`src/rtl/tqvp_rng_fifo_if.sv`:
```
// rtl/tqvp_rng_fifo_if.sv - TinyQV register-bus bundle between the SPI front end and the RNG FIFO
//
// Signals:
//   address       6   register byte address
//   data_in       32  write data
//   data_write_n  2   write strobe: 11 none, 00 byte, 01 half, 10 word
//   data_read_n   2   read strobe: 11 none, anything else reads
//   data_out      32  read data (0 whenever data_ready is low)
//   data_ready    1   read data valid
// Modports: master = register front end, slave = peripheral.
interface tqvp_rng_fifo_if;
    logic [5:0]  address;
    logic [31:0] data_in;
    logic [1:0]  data_write_n;
    logic [1:0]  data_read_n;
    logic [31:0] data_out;
    logic        data_ready;

    modport master (
        output address, data_in, data_write_n, data_read_n,
        input  data_out, data_ready
    );

    modport slave (
        input  address, data_in, data_write_n, data_read_n,
        output data_out, data_ready
    );
endinterface

```
`src/rtl/tqvp_rng_fifo.sv`:
```
// rtl/tqvp_rng_fifo.sv - entropy sampler with von Neumann debiaser, 32-bit packer and word FIFO
//
// Ports:
//   clk             system clock
//   rst_n           asynchronous active-low reset
//   ui_in[7:0]      synchronised inputs; ui_in[ENT_BIT] is the raw entropy bit
//   uo_out[7:0]     {irq, LEVEL[2:0], sample pulse, OVF, FULL, !EMPTY}
//   bus             register bus (slave side): CTRL 0x00, STATUS 0x04, DATA 0x08, DIV 0x0C
//   user_interrupt  registered FIFO threshold interrupt
module tqvp_rng_fifo #(
    parameter int DEPTH   = 4,
    parameter int ENT_BIT = 0
) (
    input  logic             clk,
    input  logic             rst_n,
    input  logic [7:0]       ui_in,
    output logic [7:0]       uo_out,
    tqvp_rng_fifo_if.slave   bus,
    output logic             user_interrupt
);
    localparam int PW = (DEPTH > 1) ? $clog2(DEPTH) : 1;
    localparam int LW = $clog2(DEPTH) + 1;

    localparam logic [5:0] A_CTRL   = 6'h00;
    localparam logic [5:0] A_STATUS = 6'h04;
    localparam logic [5:0] A_DATA   = 6'h08;
    localparam logic [5:0] A_DIV    = 6'h0C;

    logic          en_q, en_d, debias_q, debias_d, irq_en_q, irq_en_d;
    logic [2:0]    thr_q, thr_d;
    logic [7:0]    div_q, div_d, div_cnt_q, div_cnt_d;
    logic          samp_q, samp_d;
    logic          pend_valid_q, pend_valid_d, pend_bit_q, pend_bit_d;
    logic [31:0]   word_q, word_d;
    logic [4:0]    cnt_q, cnt_d;
    logic          push_q, push_d;
    logic [31:0]   mem_q [DEPTH];
    logic [31:0]   mem_d [DEPTH];
    logic [PW-1:0] wr_ptr_q, wr_ptr_d, rd_ptr_q, rd_ptr_d;
    logic [LW-1:0] level_q, level_d;
    logic          ovf_q, ovf_d;
    logic          rd_act_q, rd_act_d;
    logic [31:0]   rbuf_q, rbuf_d;
    logic          irq_q, irq_d;

    logic          wr_en, rd_strobe, rd_start, flush, sample, emit, emit_bit;
    logic          full, empty, do_pop, do_push;
    logic [8:0]    wmask, ctrl_new;
    logic [31:0]   ctrl_cur, rd_val;
    logic [3:0]    lvl4;
    logic          unused_bits;

    assign unused_bits = ^{bus.data_in[31:9], ui_in};

    assign lvl4     = 4'(level_q);
    assign full     = (level_q == LW'(DEPTH));
    assign empty    = (level_q == '0);
    assign ctrl_cur = {23'd0, irq_en_q, 1'b0, thr_q, 1'b0, 1'b0, debias_q, en_q};

    assign wr_en     = (bus.data_write_n != 2'b11);
    assign rd_strobe = (bus.data_read_n != 2'b11);
    // One capture per strobe: only the first strobe cycle after an idle one counts.
    assign rd_start  = rd_strobe & ~rd_act_q;
    assign sample    = en_q & (div_cnt_q == 8'd0);

    always_comb begin
        // Byte writes only reach [7:0], so IRQ_EN (bit 8) needs a half/word write.
        wmask    = (bus.data_write_n == 2'b00) ? 9'h0FF : 9'h1FF;
        ctrl_new = (ctrl_cur[8:0] & ~wmask) | (bus.data_in[8:0] & wmask);
        flush    = wr_en && (bus.address == A_CTRL) && ctrl_new[2];
        do_pop   = rd_start && (bus.address == A_DATA) && !empty;
        // Pop is applied first, so a push at full still fits when a pop coincides.
        do_push  = push_q && (!full || do_pop) && !flush;
    end

    // Register writes, divider, debiaser and collector.
    always_comb begin
        en_d         = en_q;
        debias_d     = debias_q;
        thr_d        = thr_q;
        irq_en_d     = irq_en_q;
        div_d        = div_q;
        div_cnt_d    = div_cnt_q;
        pend_valid_d = pend_valid_q;
        pend_bit_d   = pend_bit_q;
        word_d       = word_q;
        cnt_d        = cnt_q;
        push_d       = 1'b0;
        emit         = 1'b0;
        emit_bit     = 1'b0;
        samp_d       = sample;

        if (wr_en && bus.address == A_CTRL) begin
            en_d     = ctrl_new[0];
            debias_d = ctrl_new[1];
            thr_d    = ctrl_new[6:4];
            irq_en_d = ctrl_new[8];
        end
        if (wr_en && bus.address == A_DIV) begin
            div_d = bus.data_in[7:0];
        end

        if (!en_q) begin
            div_cnt_d = 8'd0;
        end else if (sample) begin
            div_cnt_d = div_q;
        end else begin
            div_cnt_d = div_cnt_q - 8'd1;
        end

        if (sample) begin
            if (debias_q) begin
                if (!pend_valid_q) begin
                    pend_valid_d = 1'b1;
                    pend_bit_d   = ui_in[ENT_BIT];
                end else begin
                    pend_valid_d = 1'b0;
                    // (0,1) -> 0, (1,0) -> 1: the first bit of an unequal pair.
                    emit     = (pend_bit_q != ui_in[ENT_BIT]);
                    emit_bit = pend_bit_q;
                end
            end else begin
                emit     = 1'b1;
                emit_bit = ui_in[ENT_BIT];
            end
        end

        if (emit) begin
            word_d = {word_q[30:0], emit_bit};
            cnt_d  = cnt_q + 5'd1;
            // Completed word stays in word_q for one cycle and is pushed at the next edge.
            push_d = (cnt_q == 5'd31);
        end

        if (!en_q || flush) begin
            pend_valid_d = 1'b0;
            word_d       = 32'd0;
            cnt_d        = 5'd0;
        end
        if (flush) begin
            push_d = 1'b0;
        end
    end

    // FIFO, overflow flag, read buffer and interrupt.
    always_comb begin
        mem_d    = mem_q;
        wr_ptr_d = wr_ptr_q;
        rd_ptr_d = rd_ptr_q;
        level_d  = level_q;
        ovf_d    = ovf_q;
        rbuf_d   = rbuf_q;
        rd_act_d = rd_strobe;
        rd_val   = 32'd0;

        if (flush) begin
            wr_ptr_d = '0;
            rd_ptr_d = '0;
            level_d  = '0;
        end else begin
            if (do_pop) begin
                rd_ptr_d = rd_ptr_q + PW'(1);
            end
            if (do_push) begin
                mem_d[wr_ptr_q] = word_q;
                wr_ptr_d        = wr_ptr_q + PW'(1);
            end
            if (do_push && !do_pop) begin
                level_d = level_q + LW'(1);
            end else if (do_pop && !do_push) begin
                level_d = level_q - LW'(1);
            end
        end

        if (wr_en && bus.address == A_STATUS && bus.data_in[6]) begin
            ovf_d = 1'b0;
        end
        // A dropped word is never lost silently: setting beats a same-cycle clear.
        if (push_q && full && !do_pop && !flush) begin
            ovf_d = 1'b1;
        end

        case (bus.address)
            A_CTRL:   rd_val = ctrl_cur;
            A_STATUS: rd_val = {25'd0, ovf_q, empty, full, lvl4};
            A_DATA:   rd_val = empty ? 32'd0 : mem_q[rd_ptr_q];
            A_DIV:    rd_val = {24'd0, div_q};
            default:  rd_val = 32'd0;
        endcase
        if (rd_start) begin
            rbuf_d = rd_val;
        end

        irq_d = irq_en_q && (thr_q != 3'd0) && (lvl4 >= {1'b0, thr_q});
    end

    always_ff @(posedge clk or negedge rst_n) begin
        if (!rst_n) begin
            en_q         <= 1'b0;
            debias_q     <= 1'b0;
            thr_q        <= 3'd0;
            irq_en_q     <= 1'b0;
            div_q        <= 8'd0;
            div_cnt_q    <= 8'd0;
            samp_q       <= 1'b0;
            pend_valid_q <= 1'b0;
            pend_bit_q   <= 1'b0;
            word_q       <= 32'd0;
            cnt_q        <= 5'd0;
            push_q       <= 1'b0;
            mem_q        <= '{default: '0};
            wr_ptr_q     <= '0;
            rd_ptr_q     <= '0;
            level_q      <= '0;
            ovf_q        <= 1'b0;
            rd_act_q     <= 1'b0;
            rbuf_q       <= 32'd0;
            irq_q        <= 1'b0;
        end else begin
            en_q         <= en_d;
            debias_q     <= debias_d;
            thr_q        <= thr_d;
            irq_en_q     <= irq_en_d;
            div_q        <= div_d;
            div_cnt_q    <= div_cnt_d;
            samp_q       <= samp_d;
            pend_valid_q <= pend_valid_d;
            pend_bit_q   <= pend_bit_d;
            word_q       <= word_d;
            cnt_q        <= cnt_d;
            push_q       <= push_d;
            mem_q        <= mem_d;
            wr_ptr_q     <= wr_ptr_d;
            rd_ptr_q     <= rd_ptr_d;
            level_q      <= level_d;
            ovf_q        <= ovf_d;
            rd_act_q     <= rd_act_d;
            rbuf_q       <= rbuf_d;
            irq_q        <= irq_d;
        end
    end

    assign bus.data_ready = rd_act_q;
    assign bus.data_out   = rd_act_q ? rbuf_q : 32'd0;
    assign user_interrupt = irq_q;
    assign uo_out         = {irq_q, lvl4[2:0], samp_q, ovf_q, full, ~empty};
endmodule
```
`src/flat_wrapper.sv`:
```
// flat-port wrapper written by rule: the top's interface ports become plain ports
module tqvp_rng_fifo_flat 
#(
    parameter int DEPTH   = 4,
    parameter int ENT_BIT = 0
)
  (clk, rst_n, ui_in, uo_out, user_interrupt, bus_address, bus_data_in, bus_data_write_n, bus_data_read_n, bus_data_out, bus_data_ready);
  tqvp_rng_fifo_if bus_i ();
  input  logic clk;
  input  logic rst_n;
  input  logic [7:0] ui_in;
  output logic [7:0] uo_out;
  output logic user_interrupt;
  input wire logic [$bits(bus_i.address)-1:0] bus_address;
  input wire logic [$bits(bus_i.data_in)-1:0] bus_data_in;
  input wire logic [$bits(bus_i.data_write_n)-1:0] bus_data_write_n;
  input wire logic [$bits(bus_i.data_read_n)-1:0] bus_data_read_n;
  output wire logic [$bits(bus_i.data_out)-1:0] bus_data_out;
  output wire logic [$bits(bus_i.data_ready)-1:0] bus_data_ready;
  assign bus_i.address = bus_address;
  assign bus_i.data_in = bus_data_in;
  assign bus_i.data_write_n = bus_data_write_n;
  assign bus_i.data_read_n = bus_data_read_n;
  assign bus_data_out = bus_i.data_out;
  assign bus_data_ready = bus_i.data_ready;
  tqvp_rng_fifo #(.DEPTH(DEPTH), .ENT_BIT(ENT_BIT)) u_core (.clk(clk), .rst_n(rst_n), .ui_in(ui_in), .uo_out(uo_out), .bus(bus_i), .user_interrupt(user_interrupt));
endmodule
```
`config.mk`:
```
export PLATFORM = sky130hd
export DESIGN_NAME = tqvp_rng_fifo_flat
export DESIGN_NICKNAME = d
export VERILOG_FILES = /design/src/rtl/tqvp_rng_fifo_if.sv /design/src/rtl/tqvp_rng_fifo.sv /design/src/flat_wrapper.sv
export SDC_FILE = /design/constraint.sdc
export NUM_CORES = 1
export LEC_CHECK = 0
export ABC_CLOCK_PERIOD_IN_PS = 3650
export BUFFER_PORTS_ARGS = -buffer_cell sky130_fd_sc_hd__buf_4
export CAP_MARGIN = 20
export CORE_MARGIN = 2
export CORE_UTILIZATION = 56
export DETAILED_ROUTE_END_ITERATION = 8
export MAX_ROUTING_LAYER = met4
export PLACE_DENSITY = 0.76
export REMOVE_ABC_BUFFERS = 1
export SYNTH_ARGS = -nofsm -noshare
export SYNTH_HDL_FRONTEND = slang
export SYNTH_SLANG_ARGS = --single-unit
```
`constraint.sdc`:
```
create_clock -name clk -period 3.65 [get_ports clk]
set_clock_uncertainty 0.15 [all_clocks]
set_input_delay 0.5475 -clock clk [delete_from_list [all_inputs] [get_ports clk]]
set_output_delay 0.5475 -clock clk [all_outputs]
set_load 0.005 [all_outputs]
```
==> results.toml <==
[logic_synthesis]
yosysTopAreaCellShare_pct = 54.9
synth-seq-cells = 233
syn_inst = 867
synth.yosys.seq_area_share_pct = 54.9
synthDistinctLibCells = 48
yosys_warnings = 0
ys_flop_type = "dfrtp_1"
leading_cell_types_by_total_area_after_synthesis = "dfrtp_1 55%, mux2_2 15%, mux4_2 6.8%"
synthesis.area_mm2 = 0.0106
synth.avg_cell_area_um2 = 12.3
synth_top_cell_by_area = "dfrtp_1"
post_synth_edffs = 0
postSynth.asyncResetShare_pct = 100

[floorplan]
chipHeight_um = 142
core_mm2 = 0.0186
floorplan.die_area_mm2 = 0.0201
initial_utilization_pct = 57.0
die_w_um = 142
placementRows = 50
io_pins = 94

[detailed_routing]
detail-route-antenna-nets = 0
drtPass1Iterations = 4
detail_route.drc_violations = 0
wire_per_inst_um = 20.3
routed_wl_um = 23700
drt_first_iter_violations = 499
via_count = 7107
drt-vias-per-instance = 6.08

[worst_setup_path]
criticalPathCategory = "reg -> reg"
worst_reg2reg_startpoint = "u_core.level_q[1]"
worst_setup_path_startpoint = "u_core.level_q[1]"
worst_setup_path_end_kind = "flop"
worst-r2r-setup-slack_ns = 0.84
data_arrival_critical_path_ns = 3.11
cp.required_ns = 3.94
worst_r2r_path_depth = 8
crit_path_start_kind = "flop"
worstPathMaxFanout = 9

[clock_network]
cts-root-to-sink-buffers = 3
clk_transition_reported_paths_ns = 0.06
cts_tree = "yes"
cts_setup_buffers = 0
cts-buffers-inserted = 26
cts.htree.levels = 1
numClockSinks = 233
latest_clock_arrival_within_the_worst_skew_pair_ns = 0.52
buffer_cell_driving_the_clock_tree_root = "clkbuf_16"

[run_status]
status = "completed"

[timing]
final-max-slew-violation-count = 0
fin_ws_ns = 0.835
rsz0062_at_grt = "no"
finalSetupViolations = 0
achievable-frequency_mhz = 355
max-slew-margin-rel_pct = 40.7
post-route-min-period_ns = 2.81
slew_at_the_pin_with_the_worst_max_slew_slack_ns = 0.890
fin_crit_sh_pct = 77.1
timing_hold_violations_final = 0

[pwr]
power_density_mw_per_mm2 = 491
worst_ir_drop_vdd_mv = 0.351
static-leakage-power_nw = 5.90

[min_path]
min_delay_path_depth = 2
timing.hold.worst.start = "bus_data_read_n[1]"
worst_hold_path_type = "in -> reg"

[cells_and_area]
fin_util_pct = 65.3
synthesis_to_finish_area_growth_pct = 14.5
post_route_cells_drive_above_1_share_pct = 32.9
antenna_cells = 0
nets = 979
layout_commonest_cell = "dfrtp_1"
layout.cells.most_common_list = "232 x dfrtp_1, 144 x mux2_2, 83 x buf_4, 70 x nand3_1, 70 x nand2_1"

[grt]
grt-ovfl-total = 0
vias_in_the_first_global_route = 7389
grt_pass1_wl_um = 38700
groute.usage.overall_pct = 25.0
grt_start_max_net_pins = 91
antenna_found_initial = 0

[placed_design]
port-buffer-count = 63
place_worst_setup_slack_ns = 0.633
routabilityCongestion = 0.876
dp_hpwl_um = 13900

[job]
cap_viol_max_count = 0
[kinds of logic (layout without fill, tap and decap cells)]
kind of cell,after synthesis,after routing,synth area share (%)
and+or+nand+nor,231,231,10.8
AOI/OAI and AO/OA,123,123,6.70
DFF,233,233,54.9
muxes,176,176,22.1
xor gates and xnor gates,9,9,0.742
adders and majority gates,12,12,1.48
buffers and inverters,83,151,3.35
[path summary, 6_finish.rpt]
| kind | end |
|---|---|
| worst max-delay path | u_core.level_q[2] |
| worst min-delay path | u_core.bus.data_ready |
| max in group asynchronous | u_core.mem_q[108] |
| worst min register to register | u_core.rbuf_q[21] |
| worst max register to register | u_core.level_q[2] |
| min in group asynchronous | u_core.rbuf_q[1] |
[timing repair]
| action | in CTS | in global routing |
|---|---|---|
| hold endpoints to repair | 86 | 0 |
| gates resized for setup | 0 | 0 |
| hold buffers | 1 | 0 |
[cell usage after synthesis (all sizes together) (2+ instances only)]
cell    count
a221oi      5
or3         6
and3        5
nor3b       2
nand4       7
ha         11
mux4       32
o31ai       5
xnor2       5
a211oi      4
a21o        2
nand2      70
nor4        2
buf        25
dfrtp     233
a22oi       2
clkbuf     42
a221o       3
nand3      70
nor3        6
o21ai      44
and2       33
nor2       20
inv        16
or4         4
xor2        4
nand2b      2
a21oi      50
mux2      144
[power breakdown]
group / internal, W / switching [W] / leakage, nW
logic: 0.000240 / 0.000409 / 2.26
clock network: 0.00153 / 0.00104 / 0.417
registers: 0.00266 / 0.000105 / 3.22
[sequential cells by signal (all words and copies together) (netlist names), 3 cells and up, named ones only]
signal	flops
u_core.cnt_q	5
u_core.div_cnt_q	8
u_core.div_q	8
u_core.level_q	3
u_core.mem_q	128
u_core.rbuf_q	32
u_core.thr_q	3
u_core.word_q	32
[per-layer routing]
layer | vias up | wire (um) | global-route usage (%)
met1 | 3655 | 9870 | 33.4
met5 | - | 0 | -
met3 | 45 | 1490 | 3.71
met4 | 0 | 648 | 7.32
li1 | 3205 | - | -
met2 | 202 | 11700 | 40.6
[stage by stage]
step                hold slack, ns  instances  TNS [ns]  cell area (um^2)  power (W)
floorplan                    0.102        800    -46.62             10300    0.00317
global placement             0.305       1120         0             11300    0.00344
detailed placement           0.309       1120         0             11300    0.00346
CTS                         0.0657       1169         0             12200    0.00603
global route                0.0764       1169         0             12200    0.00621
finish                      0.0758       1169         0             12200    0.00598
[area by class of cell]
cell class | count | area (um^2)
clock buffers | 41 | 777
clock inverters | 7 | 73.8
fillers | 1380 | 6480
inverters | 16 | 60.1
multi-input cells | 551 | 4440
flip-flops and latches | 233 | 5830
well taps | 234 | 293
repair buffers | 87 | 688
[critical path, cell delays in order, from the launching register on]
cell,delay (ns)
dfrtp_1,0.45
or3_1,0.55
nand4_1,0.26
a21oi_1,0.11
ha_1,0.25
fa_1,0.39
xnor2_1,0.14
or3_1,0.30
a21oi_1,0.14
(Power assumes the default switching activity.)
